File: src/rtl/hms_seg_src_pkg.sv
// Shared constants, types and helpers for the hh:mm:ss seven-segment source.
//   - 7-segment codes ({a,b,c,d,e,f,g}, 1 = lit) for digits 0-9
//   - field-select encodings for set mode
//   - field limits and widths, packed time-of-day struct
package hms_seg_src_pkg;

    localparam int unsigned SEG_W     = 7;
    localparam int unsigned N_DIGITS  = 6;
    localparam int unsigned SEG_BUS_W = SEG_W * N_DIGITS;
    localparam int unsigned DP_W      = N_DIGITS;
    localparam int unsigned SEC_W     = 6;
    localparam int unsigned MIN_W     = 6;
    localparam int unsigned HOUR_W    = 5;
    localparam int unsigned POS_W     = 2;

    localparam logic [POS_W-1:0] SEL_SEC  = 2'd0;
    localparam logic [POS_W-1:0] SEL_MIN  = 2'd1;
    localparam logic [POS_W-1:0] SEL_HOUR = 2'd2;
    localparam logic [POS_W-1:0] SEL_NONE = 2'd3;

    localparam logic [SEC_W-1:0]  SEC_MAX  = 6'd59;
    localparam logic [MIN_W-1:0]  MIN_MAX  = 6'd59;
    localparam logic [HOUR_W-1:0] HOUR_MAX = 5'd23;

    localparam logic [SEG_W-1:0] SEG_0 = 7'b1111110;
    localparam logic [SEG_W-1:0] SEG_1 = 7'b0110000;
    localparam logic [SEG_W-1:0] SEG_2 = 7'b1101101;
    localparam logic [SEG_W-1:0] SEG_3 = 7'b1111001;
    localparam logic [SEG_W-1:0] SEG_4 = 7'b0110011;
    localparam logic [SEG_W-1:0] SEG_5 = 7'b1011011;
    localparam logic [SEG_W-1:0] SEG_6 = 7'b1011111;
    localparam logic [SEG_W-1:0] SEG_7 = 7'b1110000;
    localparam logic [SEG_W-1:0] SEG_8 = 7'b1111111;
    localparam logic [SEG_W-1:0] SEG_9 = 7'b1111011;

    typedef struct packed {
        logic [HOUR_W-1:0] hour;
        logic [MIN_W-1:0]  min;
        logic [SEC_W-1:0]  sec;
    } hms_t;

    // Modulo-60 increment shared by seconds and minutes.
    function automatic logic [SEC_W-1:0] inc_mod60(input logic [SEC_W-1:0] v);
        return (v == SEC_MAX) ? SEC_W'(0) : v + SEC_W'(1);
    endfunction

    // Modulo-24 increment for hours.
    function automatic logic [HOUR_W-1:0] inc_mod24(input logic [HOUR_W-1:0] v);
        return (v == HOUR_MAX) ? HOUR_W'(0) : v + HOUR_W'(1);
    endfunction

    // One decimal digit to its segment code; out-of-range digits go blank.
    function automatic logic [SEG_W-1:0] seg_digit(input logic [3:0] d);
        case (d)
            4'd0:    return SEG_0;
            4'd1:    return SEG_1;
            4'd2:    return SEG_2;
            4'd3:    return SEG_3;
            4'd4:    return SEG_4;
            4'd5:    return SEG_5;
            4'd6:    return SEG_6;
            4'd7:    return SEG_7;
            4'd8:    return SEG_8;
            4'd9:    return SEG_9;
            default: return SEG_W'(0);
        endcase
    endfunction

    // Split a 0-59 field into {tens code, ones code}.
    function automatic logic [2*SEG_W-1:0] seg_field(input logic [5:0] v);
        return {seg_digit(4'(v / 6'd10)), seg_digit(4'(v % 6'd10))};
    endfunction

endpackage

File: src/rtl/hms_seg_src_nco.sv
// Divide-by-N tick generator.
//   clk, rst     : clock, async active-high reset
//   i_nco_num    : cycles per tick; 0 stops the counter at 0 with no ticks
//   o_tick       : registered one-cycle pulse as the counter wraps
module nco #(
    parameter int unsigned NCO_W = 32
) (
    input  logic             clk,
    input  logic             rst,
    input  logic [NCO_W-1:0] i_nco_num,
    output logic             o_tick
);

    logic [NCO_W-1:0] cnt_q, cnt_d;
    logic             tick_q, tick_d;

    // Wrap at num-1; ">=" also recovers if num shrinks below the current count.
    always_comb begin
        cnt_d  = cnt_q + NCO_W'(1);
        tick_d = 1'b0;
        if (i_nco_num == '0) begin
            cnt_d = '0;
        end else if (cnt_q >= i_nco_num - NCO_W'(1)) begin
            cnt_d  = '0;
            tick_d = 1'b1;
        end
    end

    always_ff @(posedge clk or posedge rst) begin
        if (rst) begin
            cnt_q  <= '0;
            tick_q <= 1'b0;
        end else begin
            cnt_q  <= cnt_d;
            tick_q <= tick_d;
        end
    end

    assign o_tick = tick_q;

endmodule

File: src/rtl/hms_seg_src.sv
// hh:mm:ss clock driving six seven-segment digits with decimal points.
//   clk, rst         : clock, async active-high reset
//   i_nco_num        : clk cycles per one-second tick (0 = stopped)
//   i_mode           : 0 = run, 1 = set
//   i_position       : field edited in set mode (sec/min/hour/none)
//   i_inc            : one-cycle increment request, honoured in set mode only
//   o_six_digit_seg  : {hour tens, hour ones, min tens, min ones, sec tens, sec ones}
//   o_six_dp         : decimal points, same digit order
//   o_tick           : one-cycle pulse per NCO period
module hms_seg_src
    import hms_seg_src_pkg::*;
#(
    parameter int unsigned NCO_W = 32
) (
    input  logic                 clk,
    input  logic                 rst,
    input  logic [NCO_W-1:0]     i_nco_num,
    input  logic                 i_mode,
    input  logic [1:0]           i_position,
    input  logic                 i_inc,
    output logic [41:0]          o_six_digit_seg,
    output logic [5:0]           o_six_dp,
    output logic                 o_tick
);

    logic [NCO_W-1:0]     nco_num_eff;
    logic                 tick;
    hms_t                 time_q, time_d;
    logic                 blink_q, blink_d;
    logic [SEG_BUS_W-1:0] seg_q, seg_d;
    logic [DP_W-1:0]      dp_q, dp_d;

    // Set mode presents a zero divide value, which parks the counter at 0.
    assign nco_num_eff = i_mode ? '0 : i_nco_num;

    nco #(.NCO_W(NCO_W)) u_nco (
        .clk       (clk),
        .rst       (rst),
        .i_nco_num (nco_num_eff),
        .o_tick    (tick)
    );

    // Time update: a pending tick always wins, so a tick that lands on the
    // run->set transition is still counted.
    always_comb begin
        time_d  = time_q;
        blink_d = blink_q;
        if (tick) begin
            blink_d     = ~blink_q;
            time_d.sec  = inc_mod60(time_q.sec);
            if (time_q.sec == SEC_MAX) begin
                time_d.min = inc_mod60(time_q.min);
                if (time_q.min == MIN_MAX) begin
                    time_d.hour = inc_mod24(time_q.hour);
                end
            end
        end else if (i_mode && i_inc) begin
            case (i_position)
                SEL_SEC:  time_d.sec  = inc_mod60(time_q.sec);
                SEL_MIN:  time_d.min  = inc_mod60(time_q.min);
                SEL_HOUR: time_d.hour = inc_mod24(time_q.hour);
                default:  ;
            endcase
        end
    end

    // Display encode and decimal-point select.
    always_comb begin
        seg_d = {seg_field({1'b0, time_q.hour}), seg_field(time_q.min), seg_field(time_q.sec)};
        dp_d  = '0;
        if (i_mode) begin
            case (i_position)
                SEL_SEC:  dp_d[0] = 1'b1;
                SEL_MIN:  dp_d[2] = 1'b1;
                SEL_HOUR: dp_d[4] = 1'b1;
                default:  ;
            endcase
        end else begin
            dp_d[2] = blink_q;
            dp_d[4] = blink_q;
        end
    end

    always_ff @(posedge clk or posedge rst) begin
        if (rst) begin
            time_q  <= '0;
            blink_q <= 1'b0;
            seg_q   <= {N_DIGITS{SEG_0}};
            dp_q    <= '0;
        end else begin
            time_q  <= time_d;
            blink_q <= blink_d;
            seg_q   <= seg_d;
            dp_q    <= dp_d;
        end
    end

    assign o_six_digit_seg = seg_q;
    assign o_six_dp        = dp_q;
    assign o_tick          = tick;

endmodule

File: config.mk
export PLATFORM = sky130hd
export DESIGN_NAME = hms_seg_src
export DESIGN_NICKNAME = d
export VERILOG_FILES = /design/src/rtl/hms_seg_src_pkg.sv /design/src/rtl/hms_seg_src_nco.sv /design/src/rtl/hms_seg_src.sv
export SDC_FILE = /design/constraint.sdc
export NUM_CORES = 1
export LEC_CHECK = 0
export ABC_AREA = 1
export BUFFER_PORTS_ARGS = -buffer_cell sky130_fd_sc_hd__buf_4
export CAP_MARGIN = 10
export CORE_UTILIZATION = 45
export DETAILED_ROUTE_END_ITERATION = 6
export GPL_TIMING_DRIVEN = 0
export REMOVE_ABC_BUFFERS = 1
export SLEW_MARGIN = 25
export SYNTH_ARGS = -nofsm -noshare
export SYNTH_HDL_FRONTEND = slang
export SYNTH_SLANG_ARGS = --single-unit
export TNS_END_PERCENT = 5
File: constraint.sdc
create_clock -name clk -period 3.6 [get_ports clk]
set_input_delay 0.36 -clock clk [delete_from_list [all_inputs] [get_ports clk]]
set_output_delay 0.36 -clock clk [all_outputs]
set_load 0.01 [all_outputs]
# Word-level counts from Yosys, hierarchy flattened
# Memory sizes are Yosys's and may differ from the RTL's. A register that Yosys moved wholly into a read port is not among the register bits.
# Index checks and enable logic that the tools add are counted.
# word_totals
n_memories,6
ff_bits,54
out_inout_bits,49
wordCells,64
rom_bits,672
# mem_list
memory,words,width,rd,rd_clocked_by_memory_dff,wr,line_no,source
(no name shown),16,7,1,1,0,hms_seg_src_pkg.sv:54,case (d)
(no name shown),16,7,1,1,0,hms_seg_src_pkg.sv:54,
(no name shown),16,7,1,1,0,hms_seg_src_pkg.sv:54,
(no name shown),16,7,1,1,0,hms_seg_src_pkg.sv:54,
(no name shown),16,7,1,1,0,hms_seg_src_pkg.sv:54,
(no name shown),16,7,1,1,0,hms_seg_src_pkg.sv:54,
# classes
div_mod_pow,6
magnitude_cmp,1
muxes,21
eq_ne,7
n_bitwise,1
n_addsub,5
n_reduce_logical,10
# ops
operator,count
2-to-1 mux 32 bit,3
2-to-1 mux 17 bit,2
"adder 32 x 1 -> 32 bit, second input constant",1
greater-or-equal comparator 32 bit,1
logical NOT 32 bit,1
"subtractor 32 x 1 -> 32 bit, second input constant",1
2-to-1 mux 6 bit,4
2-to-1 mux 5 bit,3
"adder 6 x 1 -> 6 bit, second input constant",2
"divider 6 x 4 -> 6 bit, second input constant",2
"equality test 6 bit, second input constant",2
"modulo 6 x 4 -> 6 bit, second input constant",2
2-to-1 mux 11 bit,1
2-to-1 mux 1 bit,8
nonzero test 2 bit,4
"divider 5 x 4 -> 6 bit, second input constant",1
"modulo 5 x 4 -> 6 bit, second input constant",1
"adder 5 x 1 -> 5 bit, second input constant",1
"equality test 5 bit, second input constant",1
"!= test 2 bit, second input constant",2
AND reduction 4 bit,1
AND reduction 3 bit,1
"equality test 2 x 1 -> 1 bit, second input constant",1
"equality test 2 bit, second input constant",1
other kinds (4),4

# Depth between registers and ports, before layout
# depth
word_depth,5
depth_mapped,20
depth_no_buf,19

# By module
# Synthesis repeated with hierarchy kept, for this count alone.
# unflattened
cells_unflattened,1076
area_unflattened_um2,7654.8
# modules_own_cells
module,n_inst,cells_per_inst,area_per_inst_um2
hms_seg_src,1,519,4028.9
nco,1,557,3626.0

# Worst setup path before layout
# OpenSTA, ideal clock, no wires.
# synth_path
kind,input -> register
from,input port i_mode
to,register u_nco.cnt_q[15]
t_required_ns,3.480
arrival_ns,2.920
slack_ns,0.560
stages,19
path_buffers,1
cell_sequence,inv_2 -> nand2_1 -> nand3_1 -> nor2_2 -> nand4_2 -> nor2_4 -> nand3_2 -> nor2_1 -> xor2_1 -> inv_1 -> ha_1 -> nand2_1 -> nor2_1 -> nor3b_1 -> and3_1 -> nand3_1 -> nand4_4 -> buf_4 -> nor2_1
# synth_via
elab_chain_cells,5
elab_cells_between_ends,6
cone_classes,add/sub (1); order compare (1); mux (3); reduce/logical (1)
# synth_rtl
item,line_no,source
"start, declared",hms_seg_src.sv:18,"input logic i_mode,"
2-to-1 mux 32 bit (*),hms_seg_src.sv:34,assign nco_num_eff = i_mode ? '0 : i_nco_num;
subtractor 32 x 1 -> 32 bit,hms_seg_src_nco.sv:23,end else if (cnt_q >= i_nco_num - NCO_W'(1)) begin
greater-or-equal comparator 32 bit,hms_seg_src_nco.sv:23,
2-to-1 mux 32 bit,hms_seg_src_nco.sv:23,
2-to-1 mux 32 bit (*),hms_seg_src_nco.sv:21,if (i_nco_num == '0) begin
net u_nco.cnt_d[15],hms_seg_src_nco.sv:14,"logic [NCO_W-1:0] cnt_q, cnt_d;"
"end signal, assigned",hms_seg_src_nco.sv:34,cnt_q <= cnt_d;
"end, declared",hms_seg_src_nco.sv:14,
# Mark *: on every way through the listed nets, which the timed path passes. The rest lies on a longest branch.
# A chain may end at the register's enable or synchronous reset.

# Worst setup path after layout
# layout_path
from,input port i_mode
to,register u_nco.cnt_q[23]
# Same word-level chain as after synthesis.

==> results by group <==
Timing
  • Final Slew Violations: 0
  • Worst-Margin Slew: 0.633 ns
  • RSZ-0062 raised after global routing: false
  • Slew margin rel.: 57.8%
  • Final Cycle Share: 90.5%
  • Final hold violations: 0
  • Final min period: between 3 and 4 ns
  • Clock skew: 0.00714 ns
  • Setup WS post-layout: approximately 0.34 ns
  • Max Freq: roughly 300 MHz
  • # setup viols final: 0
  • Setup TNS: 0 ns
  • Hold WS: 0.198 ns

Clocking
  • Clock latency on the worst-skew pair: 0.35 ns
  • Clock root buffer: clkbuf_16
  • Total clock sinks: 94
  • Clk slew on worst S/H paths: 0.07 ns
  • Maximum root-to-sink buffer count: 2
  • H-tree depth: 3
  • TritonCTS clock tree: built
  • Num CTS Buffers: 9

Cells and area
  • Share of cells above drive strength 1: 19.0%
  • Leading cell type in the layout, fill and taps excluded: nand2_1
  • Synth-to-Final Area Change: 18.0%
  • Nets: 1094
  • Fillers: 1440
  • Commonest non-fill, non-tap cells in the layout: nand2_1, nor2_1, inv_1, buf_4, ha_1
  • Inserted Diodes: 0

Hold path
  • Worst hold path type: primary input to register

Synthesis
  • Main synth FF type: dfrtp_1
  • Mux cell area share after synthesis: 0.144%
  • FF+latch count, synth: 94
  • Yosys warning count: 0
  • Synth Area in XOR/XNOR: 7.32%
  • Cell Area, Synth: 6940 um2
  • EDFF count, synth: 0
  • Adder-Cell Fraction of Synth Area: 13.3%
  • Post-synthesis cell count: 892
  • Post-synth ARST share: 100%
  • Compound-cell area share of the yosys netlist: 6.60%
  • Largest family of logic cells by synthesized area: simple AND/OR/NAND/NOR gates
  • Simple-Gate Fraction of Synth Area: 31.6%
  • Avg Inst Size Synth: 7.78 um2
  • Post-synthesis cell type count: 47
  • Register area share after synthesis: roughly 35%

Floorplanning
  • Top-level I/O count: 87
  • Core Area: 15100 um2
  • Initial Utilization: 45.8%
  • Die X: 126 um
  • Die area: between 15000 and 20000 um2
  • Die H: roughly 130 um
  • Row Count: 45

Placed design
  • DP HPWL: 11100 um
  • Final GP Congestion: 0.879
  • Pre-CTS setup slack: -0.585 ns
  • I/O Buffers: 82

Critical path
  • CP Capture Type: register
  • CP Data Required Time: 3.84 ns
  • Cell Chain, Critical Path: buf_4 -> inv_6 -> nand2_1 -> nand3_1 -> nor2_4 -> nand4_4 -> nor2_4 -> nand3_2 -> nor2_1 -> xor2_1 -> inv_1 -> ha_1 -> nand2_1 -> nor2_1 -> nor3b_4 -> and3_4 -> nand3_4 -> nand4_4 -> nor2_1
  • Slowest stage delay, CP: 0.28 ns
  • Critical path's top delay family: simple AND/OR/NAND/NOR gates
  • CP max FO: 37
  • Worst Path Arrival: 3.50 ns
  • Startpoint Class: primary input
  • CP bufs+invs: 3
  • Critical path class: primary input to register
  • CP dominant cell by count: nor2_1
  • Slowest CP cell: ha_1

Drt
  • Via density: about 5.0
  • Post-DRT Antenna Nets: 0
  • Total number of vias: slightly below 6000
  • DRT iter0 DRCs: 224
  • Drt drc: 0
  • Drt total wl: 15100 um
  • Wire per inst: 12.9 um
  • DRT Pass-1 Iters: 5

Global routing
  • Largest net degree at the start of global routing: 71
  • Grt ovf: 0
  • First-pass GRT wire length: 25800 um
  • Initial antenna violation count: 0
  • Vias in the first global route: about 5600
  • GR Util All Layers: 20.2%

Power and ir drop
  • Design Power: 5230 uW
  • PD cells: 639 nW/um2
  • Peak VDD IR: 0.000709 V
  • Pleak: a little over 0.004 uW

Run
  • Max_cap viols: 0

Outcome
  • Status: finished, final reports clean
==> power by group <==
group / switching (uW) / internal [uW]
combinational: 1570 / 1020
clock: 424 / 512
sequential: 209 / 1490
total: 2210 / 3020
==> cell usage after synthesis (all sizes together), types with 22 or more instances <==
library cell | number | area [um2]
nand2 | 243 | 970
nor2 | 102 | 418
inv | 94 | 353
ha | 74 | 926
dfrtp | 60 | 1500
nand3 | 52 | 275
o21ai | 43 | 215
xor2 | 36 | 315
dfstp | 34 | 893
a21oi | 22 | 114
nand4 | 22 | 165
nor3 | 22 | 115
xnor2 | 22 | 193
==> through the flow <==
stage	instance area, um2	util, %	std cells
final	8190	54.0	1175
after CTS	8130	53.7	1174
after global routing	8190	54.0	1175
after floorplan	6850	-	883
after global placement	7700	50.9	1153
after detailed placement	7740	51.1	1154
==> layer usage <==
layer / share of wire (%) / vias to the layer above / track usage, % / routed length [um]
li1: - / 3094 / - / -
met1: 48 / 2653 / 27.2 / 7260
met2: 46 / 140 / 32.6 / 6900
met3: 4.4 / 23 / 3.31 / 661
met4: 2.0 / 0 / 7.80 / 296
met5: 0 / - / 0 / 0
==> path summary, 6_finish.rpt <==
check | start | end | slack [ns] | cells past startpoint
worst max-delay path | i_mode | u_nco.cnt_q[23] | 0.34 | 19
min in group asynchronous | rst | o_six_digit_seg[14] | 0.51 | 3
max in group asynchronous | rst | o_six_digit_seg[2] | 2.45 | 4
worst min register to register | blink_q | blink_q | 0.47 | 1
worst min-delay path | i_position[0] | o_six_dp[0] | 0.20 | 2
worst max register to register | time_q[12] | o_six_digit_seg[30] | 1.23 | 11
==> state kept, by name, summed over array words and instances (netlist names) <==
name	cells
u_nco.o_tick	1
time_q	17
blink_q	1
u_nco.cnt_q	32
o_six_digit_seg	40
o_six_dp	3
==> logic make-up (layout without fill, tap and decap cells) <==
kind of cell	after synthesis	count (layout)
buffers and inverters	105	195
multiplexers	1	1
adder cells (fa/ha/maj)	74	74
AND/OR/NAND/NOR	475	478
flip-flops	94	94
other	2	4
XOR/XNOR	58	58
AO/OA/AOI/OAI	83	83
==> cell type report <==
type	count	area, um2	area share (%)
Clock inverter	6	42.5	0.520
Multi-Input combinational cell	698	4240	51.8
Timing Repair Buffer	85	661	8.07
Clock buffer	10	250	3.06
Sequential cell	94	2390	29.3
Tap cell	188	235	2.87
Inverter	94	363	4.43
==> repair_timing <==
| item | in CTS | in global routing |
|---|---|---|
| gates resized for setup | 9 | 10 |
| endpoints found under the hold margin | 13 | 0 |
| buffers inserted | 0 | 1 |
| endpoints found under the setup margin | 33 | 33 |
| hold buffers | 1 | 0 |
| pin swaps | 2 | 3 |
| cloned | 3 | 0 |
Power figures use the tool's default switching activity.
